==> src/rtl/uart2wifi_core_linebuf.sv <==
// uart2wifi_core_linebuf: assembles UART RX bytes into a line buffer (CR stripped, backspace edit) for the command side.
// Optional echo toward UART TX when UART2WIFI_LINEBUF_ECHO_EN is defined.
module uart2wifi_core_linebuf #(
  parameter int DEPTH = 64,
  parameter int LEN_W = $clog2(DEPTH) + 1
) (
  input  logic                     clk,
  input  logic                     rst,
  input  logic                     rx_valid,
  input  logic [7:0]               rx_data,
  output logic                     line_ready,
  output logic [LEN_W-1:0]         line_len,
  input  logic [$clog2(DEPTH)-1:0] rd_addr,
  output logic [7:0]               rd_data,
  input  logic                     line_ack,
  output logic                     ovf_err,
  output logic                     overrun_err,
  output logic                     echo_valid,
  output logic [7:0]               echo_data
);
  localparam logic [7:0] CR = 8'h0D, LF = 8'h0A, BS = 8'h08;
  typedef enum logic [1:0] {COLLECT, DISCARD, READY} state_t;
  state_t state_q, state_d;
  logic [LEN_W-1:0] wr_ptr_q, wr_ptr_d, len_q, len_d;
  logic [7:0] rd_data_q;
  logic ovf_q, ovf_d, overrun_q, overrun_d, we;
  logic [7:0] mem [DEPTH];
  always_comb begin
    state_d = state_q;
    wr_ptr_d = wr_ptr_q;
    len_d = len_q;
    ovf_d = 1'b0;
    overrun_d = 1'b0;
    we = 1'b0;
    case (state_q)
      COLLECT: if (rx_valid) begin
        if (rx_data == LF) begin
          len_d = wr_ptr_q;
          state_d = READY;
        end else if (rx_data == BS) begin
          wr_ptr_d = (wr_ptr_q != '0) ? wr_ptr_q - 1'b1 : wr_ptr_q;
        end else if (rx_data != CR) begin
          if (wr_ptr_q == LEN_W'(DEPTH)) begin
            ovf_d = 1'b1;
            state_d = DISCARD;
          end else begin
            we = 1'b1;
            wr_ptr_d = wr_ptr_q + 1'b1;
          end
        end
      end
      DISCARD: if (rx_valid && rx_data == LF) begin
        wr_ptr_d = '0;
        state_d = COLLECT;
      end
      READY: begin
        overrun_d = rx_valid;
        if (line_ack) begin
          wr_ptr_d = '0;
          state_d = COLLECT;
        end
      end
      default: state_d = COLLECT;
    endcase
  end
  always_ff @(posedge clk or posedge rst) begin
    if (rst) begin
      state_q <= COLLECT;
      wr_ptr_q <= '0;
      len_q <= '0;
      ovf_q <= 1'b0;
      overrun_q <= 1'b0;
      rd_data_q <= 8'h00;
    end else begin
      state_q <= state_d;
      wr_ptr_q <= wr_ptr_d;
      len_q <= len_d;
      ovf_q <= ovf_d;
      overrun_q <= overrun_d;
      rd_data_q <= mem[rd_addr];
    end
  end
  // Buffer storage is deliberately left unreset.
  always_ff @(posedge clk) begin
    if (we) mem[wr_ptr_q[$clog2(DEPTH)-1:0]] <= rx_data;
  end
  assign line_ready = (state_q == READY);
  assign line_len = len_q;
  assign rd_data = rd_data_q;
  assign ovf_err = ovf_q;
  assign overrun_err = overrun_q;
`ifdef UART2WIFI_LINEBUF_ECHO_EN
  logic echo_valid_q, lf_q;
  logic [7:0] echo_data_q;
  logic acc;
  assign acc = we || (state_q == COLLECT && rx_valid && (rx_data == LF || (rx_data == BS && wr_ptr_q != '0)));
  // LF is echoed as CR then LF; the LF half is replayed from lf_q a cycle later.
  always_ff @(posedge clk or posedge rst) begin
    if (rst) begin
      echo_valid_q <= 1'b0;
      echo_data_q <= 8'h00;
      lf_q <= 1'b0;
    end else begin
      echo_valid_q <= acc || lf_q;
      echo_data_q <= lf_q ? LF : (acc ? ((rx_data == LF) ? CR : rx_data) : echo_data_q);
      lf_q <= acc && rx_data == LF;
    end
  end
  assign echo_valid = echo_valid_q;
  assign echo_data = echo_data_q;
`else
  assign echo_valid = 1'b0;
  assign echo_data = 8'h00;
`endif
endmodule
==> config.mk <==
export PLATFORM = sky130hd
export DESIGN_NAME = uart2wifi_core_linebuf
export DESIGN_NICKNAME = d
export VERILOG_FILES = /design/src/rtl/uart2wifi_core_linebuf.sv
export SDC_FILE = /design/constraint.sdc
export NUM_CORES = 1
export LEC_CHECK = 0
export ABC_AREA = 1
export CAP_MARGIN = 10
export CORE_MARGIN = 5
export CORE_UTILIZATION = 30
export CTS_CLUSTER_DIAMETER = 150
export CTS_CLUSTER_SIZE = 24
export DETAILED_ROUTE_END_ITERATION = 6
export GPL_TIMING_DRIVEN = 0
export PLACE_DENSITY = 0.54
export SLEW_MARGIN = 25
export SYNTH_ARGS = -nofsm -noshare
export SYNTH_HDL_FRONTEND = slang
export SYNTH_SLANG_ARGS = --single-unit
==> constraint.sdc <==
create_clock -name clk -period 2.3 [get_ports clk]
set_clock_uncertainty 0.05 [all_clocks]
set_input_delay 0.575 -clock clk [delete_from_list [all_inputs] [get_ports clk]]
set_output_delay 0.575 -clock clk [all_outputs]
set_load 0.1 [all_outputs]
==> flow_metrics.py, run 1 <==
metrics = {
    "clocking": {
        "clk_pin_slew_ps": 100,
        "cts_hold_buf": 0,
        "worstSkewPairLatency_ps": 600,
        "tritoncts": "built",
        "cts_root_buf": "clkbuf_16",
        "htreeDepth": 1,
        "cts_made_buffers": 26,
        "cts_sinks": 538,
        "clk_path_buf_depth": 3,
    },
    "timing": {
        "finalSetupTns_ps": -15.7,
        "tightest_slew_ps": 1060,
        "setup_slack_ps": -14.7,
        "max_slew_margin_pct": 28.9,
        "hold_violations": 0,
        "hold_ws_ps": 213,
        "finalSetupViolations": 2,
        "finalCriticalPeriod_ps": 2310,
        "finalCritPeriodShare_pct": 101,
        "max_freq_mhz": 432,
        "slew_viol_final": 0,
    },
    "grt": {
        "grt_start_max_net_pins": 45,
        "grt_first_pass_wirelength_um": 109000,
        "antenna_found_initial": 1,
        "grt.total_usage_pct": 18.4,
        "grt_overflow_total": 0,
        "first_global_vias": 15400,
    },
    "detailed_routing": {
        "vias": 16200,
        "routed_wl_um": 77500,
        "ant_nets": 0,
        "drcViolationCount": 0,
        "first_iter_violations": 2203,
        "vias_per_cell": 5.17,
        "wire_per_inst_um": 24.8,
        "dr.pass1.iters": 7,
    },
    "logic_synthesis": {
        "syn_inst": 1953,
        "synthMostInstantiatedCell": "nand2_1",
        "synth.avg_cell_area_sq_um": 11.5,
        "yosys_warnings": 0,
        "synth_top_area_share_pct": 68.6,
        "synth_area_leaders": "edfxtp_1, nand2_1, nand3_1, dfrtp_1, nor2_1",
        "synthSimpleGateAreaFrac_pct": 20.3,
        "synth_mux_area_share_pct": 0,
        "synth_top_family_by_area": "simple AND/OR/NAND/NOR gates",
        "seq_area_frac_synth_pct": 71.5,
        "synthAdderAreaFrac_pct": 0.279,
        "synth-async-reset-ratio_pct": 4.83,
        "synth-compound-area-share_pct": 4.08,
        "yosysTopAreaCell": "edfxtp_1",
        "synth_edf_count": 512,
        "ys_types": 37,
        "synthXorXnorAreaFrac_pct": 0.117,
        "synth_commonest_cells": "nand2_1, edfxtp_1, nand3_1, nor2_1, o21ai_0",
        "synthesis.area_sq_mm": 0.0224,
        "yosys_most_used_dff": "edfxtp_1",
        "ys_ff_latch": 538,
    },
    "worst_setup_path": {
        "r2r_slack_ps": 70,
        "reg2regPathDepth": 11,
        "path_buf_inv": 3,
        "critical_path_arrival_ps": 2770,
        "cp.required_ps": 2760,
        "r2r_start": "wr_ptr_q[5]$_DFFE_PP0P_",
        "start_kind": "primary input",
        "critPathKind": "primary input to flip-flop",
        "rr_endpoint": "mem[15][3]$_DFFE_PP_",
        "cp_max_fo": 10,
        "critical_path.slowest_cell": "clkdlybuf4s50_1",
        "max_stage_delay_ps": 640,
        "worstPathCellList": "clkdlybuf4s50_1 > clkbuf_4 > clkbuf_2 > nand3_1 > nand2_1 > a21oi_1 > o21ai_1 > nand3_1 > nand2_1",
        "crit_family": "buffers and inverters",
        "endpoint_kind": "flip-flop",
    },
    "floorplan": {
        "start_util_pct": 30.1,
        "dieWidth_um": 283,
        "pin_count": 45,
        "die_h_um": 283,
        "die_area_sq_mm": 0.0803,
        "design.core.area_sq_mm": 0.0743,
        "row_count": 100,
    },
    "power_and_ir_drop": {
        "power.density_mw_per_mm2": 717,
        "swShare_pct": 28.5,
        "p_sw_mw": 5.58,
        "p_seq_share_pct": 56.2,
        "peakVddDrop_uv": 481,
        "internal-power_mw": 14.0,
        "p_leak_nw": 9.74,
        "fin_total_pwr_mw": 19.6,
        "clkPwrFrac_pct": 27.2,
        "power_frac_comb_pct": 16.6,
    },
    "placed_design": {
        "gp_congestion": 0.921,
        "port_buffers": 32,
        "place_hpwl_um": 51300,
        "dp_slack_ps": -1620,
    },
    "worst_hold_path": {
        "hold_end": "mem[28][5]$_DFFE_PP_",
        "hp-class": "primary input to flip-flop",
        "worstHoldStart": "rx_data[5]",
        "whs_path_depth": 1,
    },
    "final_layout": {
        "final_nets": 2161,
        "drive_above_1_share_pct": 17.1,
        "area_delta_synth_final_pct": 22.0,
        "final_util_pct": 36.8,
        "antenna_cells": 0,
    },
    "flow_run": {
        "drv_cap": 0,
    },
    "status": {
        "violations": "setup timing",
        "outcome": "complete, but fails checks",
    },
}
registers in the layout (all words and copies together), names as in the netlist:
signal       cells
line_len         7
overrun_err      1
rd_data          8
wr_ptr_q         7
ovf_err          1
mem            512
state_q          2
power groups by stage:
stage	Combinational [mW]	Sequential, mW	Clock, mW
after floorplan	1.41	11.4	0
after global placement	2.60	11.3	0
after detailed placement	2.65	11.2	0
after CTS	3.15	11.0	5.39
after global routing	3.43	11.0	5.76
final	3.25	11.0	5.34
per-stage QoR:
| stage | std cells | cell area, sq um |
|---|---|---|
| 6_report | 3127 | 27300 |
| 5_1_grt | 3127 | 27300 |
| 4_1_cts | 3123 | 27200 |
| 2_1_floorplan | 1961 | 22400 |
| 3_5_place_dp | 2970 | 24100 |
| 3_3_place_gp | 2962 | 24000 |
cell type report:
class                      instances  area, sq um
buffer                           122          634
clock buffer                      47          751
clock inverter                     1         16.3
fill                            7168        47000
inverter                          55          214
multi-input combinational       1246         6180
sequential                       538        16000
tap                              969         1210
timing repair buffer             149         2300
worst register-to-register path, cell delays in order (launching register included):
cell and delay, ps:
dfrtp_1 330, buf_2 230, nor2_4 80, nand2_1 100, nor2_2 60, a21oi_2 140
nand2_4 100, nor2_8 230, nand3_4 130, buf_12 180, nor2_4 150, buf_12 170
logic make-up after synthesis:
family	count (synthesis)
AOI/OAI and AO/OA	174
xor gates and xnor gates	3
adders and majority gates	5
buffers and inverters	177
DFF	538
other	1
and+or+nand+nor	1055
layer usage:
metal  part of all wire [%]  global-route usage (%)  wire length [um]
met2                     46                    29.9             35700
met5                      0                       0                 0
met3                    9.1                    3.21              7090
met1                     41                    25.4             32100
met4                    3.3                    5.61              2570
worst max path at each step:
stage | startpoint | depth (start not counted) | slack [ps] | endpoint
after floorplan | rx_data[4] | 11 | 10 | mem[25][0]$_DFFE_PP_
after detailed placement | rx_data[5] | 13 | -1620 | mem[50][2]$_DFFE_PP_
final | rd_addr[2] | 9 | -10 | rd_data[6]$_DFF_PP0_
after global routing | state_q[1]$_DFFE_PP0P_ | 10 | -6 | mem[13][5]$_DFFE_PP_
after CTS | rx_data[6] | 15 | 2 | mem[23][0]$_DFFE_PP_
after global placement | rx_data[2] | 11 | -4030 | mem[58][4]$_DFFE_PP_
placed cells by master (no fill, tap or decap), types with 17 or more instances in the layout:
| master | instances |
|---|---|
| nand2_1 | 548 |
| edfxtp_1 | 512 |
| nand3_1 | 342 |
| o21ai_0 | 96 |
| nor2_1 | 67 |
| nor2_4 | 67 |
| buf_2 | 64 |
| buf_4 | 60 |
| buf_12 | 56 |
| clkbuf_1 | 49 |
| inv_1 | 44 |
| a21oi_1 | 42 |
| clkbuf_16 | 29 |
| o22ai_1 | 25 |
| dfrtp_1 | 25 |
| clkdlybuf4s15_2 | 17 |
repair_timing:
item / in CTS / in global routing
setup endpoints to repair: 538 / 519
resized for setup: 223 / 33
endpoints found under the hold margin: 0 / 0
buffers inserted: 96 / 5
gates cloned: 9 / 2
pin swaps: 56 / 4
Power figures use the tool's default switching activity.
==> run 2: changes to the inputs <==
SKIP_CTS_REPAIR_TIMING = 1   (was unset)
==> run 2 against run 1 <==
Compared with the run above:
- the run still ends with setup timing left
- worst hold slack worse by 8.9 ps
- maximum frequency is 2.5% lower
- sequential power hardly changed
- wire length is 0.13% higher
- global-route usage is 1.1 points lower
- via count is 0.14% lower
- cell area is 0.73% lower
- die area stayed put
- first-iteration DRC count is 0.91% lower
- critical endpoint unchanged
- largest cell class unchanged
==> flow_metrics.py, run 2 (synthesis gave the netlist of run 1 again) <==
metrics = {
    "status": {
        "outcome": "complete, but fails checks",
        "violations": "setup timing",
    },
    "clocking": {
        "clk_path_buf_depth": 3,
        "cts_made_buffers": 26,
        "worstSkewPairLatency_ps": 600,
        "htreeDepth": 1,
        "clk_pin_slew_ps": 100,
        "cts_sinks": 538,
        "cts_root_buf": "clkbuf_16",
        "tritoncts": "built",
    },
    "placed_design": {
        "gp_congestion": 0.921,
        "place_hpwl_um": 51300,
        "port_buffers": 32,
        "placed_area_sq_mm": 0.0241,
        "dp_slack_ps": -1620,
    },
    "final_layout": {
        "fillers": 7203,
        "seqCellArea_sq_mm": 0.0160,
        "layout_commonest_cell": "nand2_1",
        "final_util_pct": 36.5,
        "final_nets": 2144,
        "area_delta_synth_final_pct": 21.1,
        "drive_above_1_share_pct": 16.5,
        "multi_input_comb_area_sq_mm": 0.00618,
        "layout_common_cells": "nand2_1, edfxtp_1, nand3_1",
        "final_area_sq_mm": 0.0271,
        "largest_reg_flops": 512,
    },
    "floorplan": {
        "pin_count": 45,
        "die_area_sq_mm": 0.0803,
        "die_h_um": 283,
        "design.core.area_sq_mm": 0.0743,
        "row_count": 100,
        "start_util_pct": 30.1,
        "dieWidth_um": 283,
    },
    "worst_setup_path": {
        "reg2regPathDepth": 3,
        "start_kind": "primary input",
        "worstPathCellList": "clkdlybuf4s50_1 > clkbuf_4 > clkbuf_2 > nand3_1 > nand2_1 > a21oi_1 > o21ai_1 > nand3_1 > nand2_1",
        "cp.required_ps": 2750,
        "critical_path.slowest_cell": "clkdlybuf4s50_1",
        "crit_start": "rd_addr[2]",
        "r2r_start": "wr_ptr_q[5]$_DFFE_PP0P_",
        "cp_max_fo": 10,
        "r2r_slack_ps": 30,
        "max_stage_delay_ps": 650,
        "critPathKind": "primary input to flip-flop",
        "rr_endpoint": "mem[61][6]$_DFFE_PP_",
        "endpoint_kind": "flip-flop",
        "critical_path_arrival_ps": 2830,
    },
    "timing": {
        "finalCriticalPeriod_ps": 2370,
        "max_freq_mhz": 421,
        "hold_violations": 0,
        "max_slew_margin_pct": 29.5,
        "finalSetupViolations": 2,
        "slew_viol_final": 0,
        "finalCritPeriodShare_pct": 103,
        "setup_slack_ps": -73.9,
        "hold_ws_ps": 204,
        "tightest_slew_ps": 1050,
    },
    "grt": {
        "grt_first_pass_wirelength_um": 103000,
        "antenna_found_initial": 1,
        "grt.total_usage_pct": 17.4,
        "grt_overflow_total": 0,
        "first_global_vias": 14600,
        "grt_start_max_net_pins": 59,
    },
    "detailed_routing": {
        "drcViolationCount": 0,
        "dr.pass1.iters": 6,
        "first_iter_violations": 2183,
        "routed_wl_um": 77600,
        "ant_nets": 0,
        "wire_per_inst_um": 24.9,
        "vias_per_cell": 5.19,
        "vias": 16100,
    },
    "power_and_ir_drop": {
        "power_frac_comb_pct": 16.8,
        "peakVddDrop_uv": 493,
        "p_sw_mw": 5.59,
        "p_seq_share_pct": 56.1,
        "power.density_mw_per_mm2": 724,
        "swShare_pct": 28.5,
        "p_leak_nw": 9.62,
        "clkPwrFrac_pct": 27.2,
        "internal-power_mw": 14.1,
    },
    "worst_hold_path": {
        "whs_path_depth": 1,
        "hold_end": "mem[29][6]$_DFFE_PP_",
        "hp-class": "primary input to flip-flop",
        "worstHoldStart": "rx_data[6]",
    },
    "flow_run": {
        "drv_cap": 0,
    },
}
run 2: routing by layer:
metal	vias to the layer above	routed length, um	share of wire, %	GRT usage, %
met2	877	35300	45	27.7
met1	7959	31900	41	24.5
li1	7177	-	-	-
met4	0	2840	3.7	4.99
met5	-	0	0	0
met3	126	7540	9.7	3.00
run 2: worst max-delay path by stage:
stage	endpoint	slack (ps)	depth (start not counted)
2_1_floorplan	mem[25][0]$_DFFE_PP_	10	11
3_3_place_gp	mem[58][4]$_DFFE_PP_	-4030	11
3_5_place_dp	mem[50][2]$_DFFE_PP_	-1620	13
4_1_cts	mem[50][1]$_DFFE_PP_	-990	13
5_1_grt	mem[62][2]$_DFFE_PP_	-20	12
6_report	rd_data[6]$_DFF_PP0_	-70	9
run 2: stage by stage:
stage,setup TNS [ps],power (mW),std cells
floorplan,0,12.8,1961
CTS,-379290,19.1,3018
detailed placement,-703970,13.9,2970
finish,-79.1,19.6,3111
global placement,-2706310,13.9,2962
global route,-208,20.3,3110
run 2: worst max-delay path: cells and delay by family:
| family | cells | cell delay [ps] |
|---|---|---|
| buf+inv | 3 | 1330 |
| simple gates | 4 | 710 |
| compound gates | 2 | 200 |
run 2: power groups by stage:
stage	clock (mW)	sequential (mW)	combinational, mW
after floorplan	0	11.4	1.41
after global placement	0	11.3	2.60
after detailed placement	0	11.2	2.65
after CTS	5.39	11.0	2.66
after global routing	5.75	11.0	3.48
final	5.33	11.0	3.30
run 2: final cells by class:
cell class | count | area share [%]
Inverter | 55 | 0.779
Multi-Input combinational cell | 1246 | 22.8
Clock buffer | 47 | 2.77
Tap cell | 969 | 4.47
Buffer | 122 | 2.34
Clock inverter | 1 | 0.0599
Antenna cell | 1 | 0.00922
Timing Repair Buffer | 132 | 7.72
Sequential cell | 538 | 59.1
